File: config.mk
export PLATFORM = sky130hd
export DESIGN_NAME = vc_pop_arbiter
export DESIGN_NICKNAME = d
export VERILOG_FILES = /design/src/rtl/vc_arb_pkg.sv /design/src/rtl/vc_grant_sel.sv /design/src/rtl/vc_pop_arbiter.sv
export SDC_FILE = /design/constraint.sdc
export NUM_CORES = 1
export LEC_CHECK = 0
export ABC_AREA = 1
export CELL_PAD_IN_SITES_DETAIL_PLACEMENT = 2
export CELL_PAD_IN_SITES_GLOBAL_PLACEMENT = 2
export CORE_MARGIN = 2
export CORE_UTILIZATION = 21
export CTS_BUF_LIST = sky130_fd_sc_hd__clkbuf_2 sky130_fd_sc_hd__clkbuf_4 sky130_fd_sc_hd__clkbuf_8
export CTS_CLUSTER_SIZE = 14
export DETAILED_ROUTE_END_ITERATION = 10
export GPL_TIMING_DRIVEN = 0
export PLACE_DENSITY = 0.86
export SYNTH_ARGS = -nofsm -noshare
export SYNTH_HDL_FRONTEND = slang
export SYNTH_SLANG_ARGS = --single-unit
File: constraint.sdc
create_clock -name clk -period 1.68 [get_ports clk]
set_clock_uncertainty 0.1 [all_clocks]
set_input_delay 0.168 -clock clk [delete_from_list [all_inputs] [get_ports clk]]
set_output_delay 0.168 -clock clk [all_outputs]
set_load 0.03 [all_outputs]
File: src/rtl/vc_arb_pkg.sv
// Shared types and defaults for the VC0/VC1 pop arbiter and its grant selector.
// ARB_FAIRNESS_EN (see vc_grant_sel) is the only build-time option.
package vc_arb_pkg;

  localparam int DATA_WIDTH_DEF    = 6;
  localparam int DEST_BIT_DEF      = 4;
  localparam int MAX_VC0_BURST_DEF = 4;

  typedef enum logic {
    ST_IDLE   = 1'b0,
    ST_ACTIVE = 1'b1
  } state_t;

  typedef enum logic {
    SRC_VC0 = 1'b0,
    SRC_VC1 = 1'b1
  } src_t;

endpackage

File: src/rtl/vc_grant_sel.sv
// Eligibility and priority between VC0 and VC1 for one pop per cycle.
// With ARB_FAIRNESS_EN defined, a VC0 burst counter periodically hands a grant to VC1.
module vc_grant_sel
  import vc_arb_pkg::*;
#(
  parameter int MAX_VC0_BURST = MAX_VC0_BURST_DEF
) (
  input  logic clk,
  input  logic reset,
  input  logic i_enable,
  input  logic i_empty_VC0,
  input  logic i_empty_VC1,
  input  logic i_dest_VC0,
  input  logic i_dest_VC1,
  input  logic i_almost_full_D0,
  input  logic i_almost_full_D1,
  input  logic i_full_D0,
  input  logic i_full_D1,
  output logic grant_VC0,
  output logic grant_VC1
);

  logic w_busy_D0;
  logic w_busy_D1;
  logic w_elig_VC0;
  logic w_elig_VC1;

  // almost_full alone closes a destination, which also covers holding off while a
  // pending word heads to a destination that is nearly full.
  assign w_busy_D0  = i_almost_full_D0 | i_full_D0;
  assign w_busy_D1  = i_almost_full_D1 | i_full_D1;
  assign w_elig_VC0 = i_enable & ~i_empty_VC0 & ~(i_dest_VC0 ? w_busy_D1 : w_busy_D0);
  assign w_elig_VC1 = i_enable & ~i_empty_VC1 & ~(i_dest_VC1 ? w_busy_D1 : w_busy_D0);

`ifdef ARB_FAIRNESS_EN
  logic [2:0] r_burst;
  logic       w_force_VC1;

  assign w_force_VC1 = (r_burst >= 3'(MAX_VC0_BURST)) & w_elig_VC1;
  assign grant_VC0   = w_elig_VC0 & ~w_force_VC1;
  assign grant_VC1   = w_elig_VC1 & ~grant_VC0;

  // Saturates at the limit so a VC0-only stretch cannot wrap back to zero.
  always_ff @(posedge clk) begin
    if (reset) begin
      r_burst <= 3'd0;
    end else if (grant_VC1) begin
      r_burst <= 3'd0;
    end else if (grant_VC0 && (r_burst < 3'(MAX_VC0_BURST))) begin
      r_burst <= r_burst + 3'd1;
    end
  end
`else
  logic w_unused;

  assign grant_VC0 = w_elig_VC0;
  assign grant_VC1 = w_elig_VC1 & ~w_elig_VC0;
  assign w_unused  = &{1'b0, clk, reset};
`endif

endmodule

File: src/rtl/vc_pop_arbiter.sv
// Pops VC0/VC1 FIFOs and routes each word to D0/D1 by its destination bit, two cycles pop-to-push.
// Optional ARB_FAIRNESS_EN bounds consecutive VC0 grants (implemented in vc_grant_sel).
module vc_pop_arbiter
  import vc_arb_pkg::*;
#(
  parameter int DATA_WIDTH    = DATA_WIDTH_DEF,
  parameter int DEST_BIT      = DEST_BIT_DEF,
  parameter int MAX_VC0_BURST = MAX_VC0_BURST_DEF
) (
  input  logic                  clk,
  input  logic                  reset,
  input  logic                  init,
  input  logic                  empty_VC0,
  input  logic                  empty_VC1,
  input  logic [DATA_WIDTH-1:0] peek_VC0,
  input  logic [DATA_WIDTH-1:0] peek_VC1,
  input  logic [DATA_WIDTH-1:0] data_VC0,
  input  logic [DATA_WIDTH-1:0] data_VC1,
  input  logic                  almost_full_D0,
  input  logic                  almost_full_D1,
  input  logic                  full_D0,
  input  logic                  full_D1,
  output logic                  pop_VC0,
  output logic                  pop_VC1,
  output logic                  push_D0,
  output logic                  push_D1,
  output logic [DATA_WIDTH-1:0] data_out_D0,
  output logic [DATA_WIDTH-1:0] data_out_D1,
  output logic                  active,
  output logic                  error
);

  state_t                r_state;
  logic                  r_pending;
  src_t                  r_src;
  logic                  r_dest;
  logic                  r_push_D0;
  logic                  r_push_D1;
  logic [DATA_WIDTH-1:0] r_data_D0;
  logic [DATA_WIDTH-1:0] r_data_D1;
  logic                  r_error;

  logic                  w_enable;
  logic                  w_grant_VC0;
  logic                  w_grant_VC1;
  logic [DATA_WIDTH-1:0] w_captured;
  logic                  w_unused;

  // Pops are combinational so the peek word and the pop refer to the same FIFO entry.
  assign w_enable = (r_state == ST_ACTIVE) & init & ~reset;

  vc_grant_sel #(
    .MAX_VC0_BURST (MAX_VC0_BURST)
  ) u_grant_sel (
    .clk              (clk),
    .reset            (reset),
    .i_enable         (w_enable),
    .i_empty_VC0      (empty_VC0),
    .i_empty_VC1      (empty_VC1),
    .i_dest_VC0       (peek_VC0[DEST_BIT]),
    .i_dest_VC1       (peek_VC1[DEST_BIT]),
    .i_almost_full_D0 (almost_full_D0),
    .i_almost_full_D1 (almost_full_D1),
    .i_full_D0        (full_D0),
    .i_full_D1        (full_D1),
    .grant_VC0        (w_grant_VC0),
    .grant_VC1        (w_grant_VC1)
  );

  assign w_captured = (r_src == SRC_VC1) ? data_VC1 : data_VC0;
  assign w_unused   = &{1'b0, peek_VC0, peek_VC1};

  // FSM plus the two pipeline stages; the pipeline drains even after leaving ACTIVE.
  always_ff @(posedge clk) begin
    if (reset) begin
      r_state   <= ST_IDLE;
      r_pending <= 1'b0;
      r_src     <= SRC_VC0;
      r_dest    <= 1'b0;
      r_push_D0 <= 1'b0;
      r_push_D1 <= 1'b0;
      r_data_D0 <= '0;
      r_data_D1 <= '0;
      r_error   <= 1'b0;
    end else begin
      case (r_state)
        ST_IDLE:   if (init && (!empty_VC0 || !empty_VC1)) r_state <= ST_ACTIVE;
        ST_ACTIVE: if (!init || (empty_VC0 && empty_VC1 && !r_pending)) r_state <= ST_IDLE;
      endcase

      r_pending <= w_grant_VC0 | w_grant_VC1;
      if (w_grant_VC0 || w_grant_VC1) begin
        r_src  <= w_grant_VC1 ? SRC_VC1 : SRC_VC0;
        r_dest <= w_grant_VC1 ? peek_VC1[DEST_BIT] : peek_VC0[DEST_BIT];
      end

      r_push_D0 <= r_pending & ~r_dest;
      r_push_D1 <= r_pending & r_dest;
      if (r_pending && !r_dest) r_data_D0 <= w_captured;
      if (r_pending && r_dest)  r_data_D1 <= w_captured;

      // The push still goes out into a full FIFO; the loss is recorded instead.
      if ((r_push_D0 && full_D0) || (r_push_D1 && full_D1)) r_error <= 1'b1;
    end
  end

  assign pop_VC0     = w_grant_VC0;
  assign pop_VC1     = w_grant_VC1;
  assign push_D0     = r_push_D0;
  assign push_D1     = r_push_D1;
  assign data_out_D0 = r_data_D0;
  assign data_out_D1 = r_data_D1;
  assign active      = (r_state == ST_ACTIVE);
  assign error       = r_error;

endmodule
==> impl_metrics.tcl <==
set metrics [dict create \
    io_pins 51 \
    syn_area_um2 802 \
    gp_congestion 0.738 \
    worstPathMaxFanout 4 \
    ys_warn_count 0 \
    grt_pass1_vias 882 \
    cp-start-kind "flip-flop" \
    antenna_found_initial 0 \
    std_cell_rows 22 \
    dieArea_um2 4330 \
    path_clk_slew_ps 70 \
    tightest_slew_ps 322 \
    nets 171 \
    grt_max_degree 11 \
    grtUsageTotal 0.137 \
    leakagePower_nw 0.528 \
    slew_headroom 0.785 \
    cp_data_arrival_time_ps 1310 \
    cts_tree "built" \
    clock_latency_ps 260 \
    final_antenna_net_count 0 \
    syn_inst 91 \
    initial_core_util 0.219 \
    die_h_um 65.8 \
    diodes 0 \
    cp_top_family "buffers and inverters" \
    critical_path_required_ps 1410 \
    wl_per_cell_um 15.4 \
    dp.final_hpwl_um 2260 \
    critical-path-max-stage-delay_ps 680 \
    gr-total-overflow 0 \
    syn2layout_area_growth_pct 64.3 \
    power.density_nw_per_um2 695 \
    timing_worst_setup_path_type "flip-flop to primary output" \
    dieWidth_um 65.8 \
    num_vias 845 \
    grt_first_pass_wirelength_um 4370 \
    cts_buffer_depth 2 \
    cpMaxStageDelayCell "clkdlybuf4s50_1" \
    end_kind "primary output" \
    drtIter0Drc 4 \
    synth_cell_types 23 \
    setup_viol 0 \
    vias_per_cell 4.57 \
    layout_commonest_cell "clkdlybuf4s50_1" \
    max_freq_ghz 0.634 \
    hp-class "input pin to flip-flop" \
    wl_um 2850 \
    core_um2 3660 \
    slew_violations 0 \
    yosys_register_bits 19 \
    period_share 0.938 \
    h-tree-depth 1 \
    clock-root-buffer "clkbuf_8" \
    mostFrequentLayoutCells "clkdlybuf4s50_1, dfxtp_1, o21ai_0" \
    vdd.ir_drop.worst_uv 217 \
    crit_chain "clkdlybuf4s50_1" \
    cts_buffers 3 \
    status "finished, final reports clean" \
    drcViolationCount 0 \
    setup_tns_ps 0 \
    cp_num_buf_inv 1 \
    port_buffers 40 \
    drive_gt1_frac 0.153 \
    final_hold_viol_count 0 \
    cap_violations 0 \
    syn_nets 124 \
    drtPass1Iterations 4 \
    fin_crit_ps 1580 \
    yosysSeqAreaShare 0.474 \
    cts_hold_buf 0 \
    fin_util 0.360 \
    cts_sinks 19 \
    avgSynthCellArea_um2 8.81 \
]
[cell usage after synthesis]
cell type  number  area [µm²]
dfxtp_1        19         380
o21ai_0        13        65.1
a21oi_1        12        60.1
mux2i_1         6        60.1
nand2_1         6        22.5
nor2_1          6        22.5
inv_1           5        18.8
o21ai_1         4        20.0
buf_2           3        15.0
nand3_1         3        15.0
nand3_4         2        35.0
a22o_1          1        8.76
a31oi_1         1        6.26
buf_6           1        11.3
clkinv_2        1        5.00
inv_2           1        3.75
inv_4           1        6.26
nand2_2         1        6.26
nand3_2         1        10.0
nand4_1         1        6.26
nor2_4          1        11.3
nor3_1          1        5.00
o21bai_1        1        7.51
[logic make-up (layout without fill, tap and decap cells)]
| kind of cell | count (synthesis) | count (layout) | share of synthesized area |
|---|---|---|---|
| mux | 6 | 6 | 0.0749 |
| simple gates | 22 | 22 | 0.167 |
| flops | 19 | 19 | 0.474 |
| buf+inv | 12 | 58 | 0.0749 |
| compound gates | 32 | 32 | 0.209 |
[per-layer routing]
| metal | vias up | wire length, µm | GRT usage |
|---|---|---|---|
| met4 | 0 | 34 | 0.0469 |
| met5 | - | 0 | 0 |
| met1 | 406 | 1200 | 0.151 |
| met3 | 5 | 135 | 0.0358 |
| met2 | 28 | 1480 | 0.253 |
| li1 | 406 | - | - |
[flip-flops by register name, summed over array words and instances (netlist names)]
signal	cells
data_out_D1	6
push_D1	1
push_D0	1
error	1
r_pending	1
r_src	1
active	1
data_out_D0	6
r_dest	1
[cell type report]
cell class,count,area (µm²)
timing repair buffer,42,405
tap,48,60.1
buffer,4,26.3
multi-input combinational,60,362
fill,412,2340
sequential,19,382
inverter,8,33.8
clock buffer,4,48.8
[repair_timing]
action                     CTS  global route
buffers inserted             1             1
pin swaps                    0             1
resized for setup           13             1
setup endpoints to repair    2             2
[power breakdown]
part / internal, mW / total [mW] / switching (mW)
logic: 0.0663 / 0.118 / 0.0517
registers: 0.455 / 0.460 / 0.00418
clock network: 0.185 / 0.339 / 0.154
[final timing paths]
kind | start | end | slack, ps | cells past startpoint
hold reg to reg | error | error | 390 | 2
hold / removal | init | active | 250 | 3
setup reg to reg | active | r_dest | 350 | 8
setup / recovery | active | active | 100 | 1
[stage by stage]
step	instances	hold slack (ps)	area (µm²)	power, mW	setup slack [ps]
detailed placement	179	380	1260	0.588	-595
finish	185	246	1320	0.916	104
global placement	179	358	1260	0.583	-520
CTS	184	253	1310	0.930	25.8
floorplan	91	140	802	0.509	104
global route	185	236	1320	0.958	-4.49
Power figures use the tool's default switching activity.
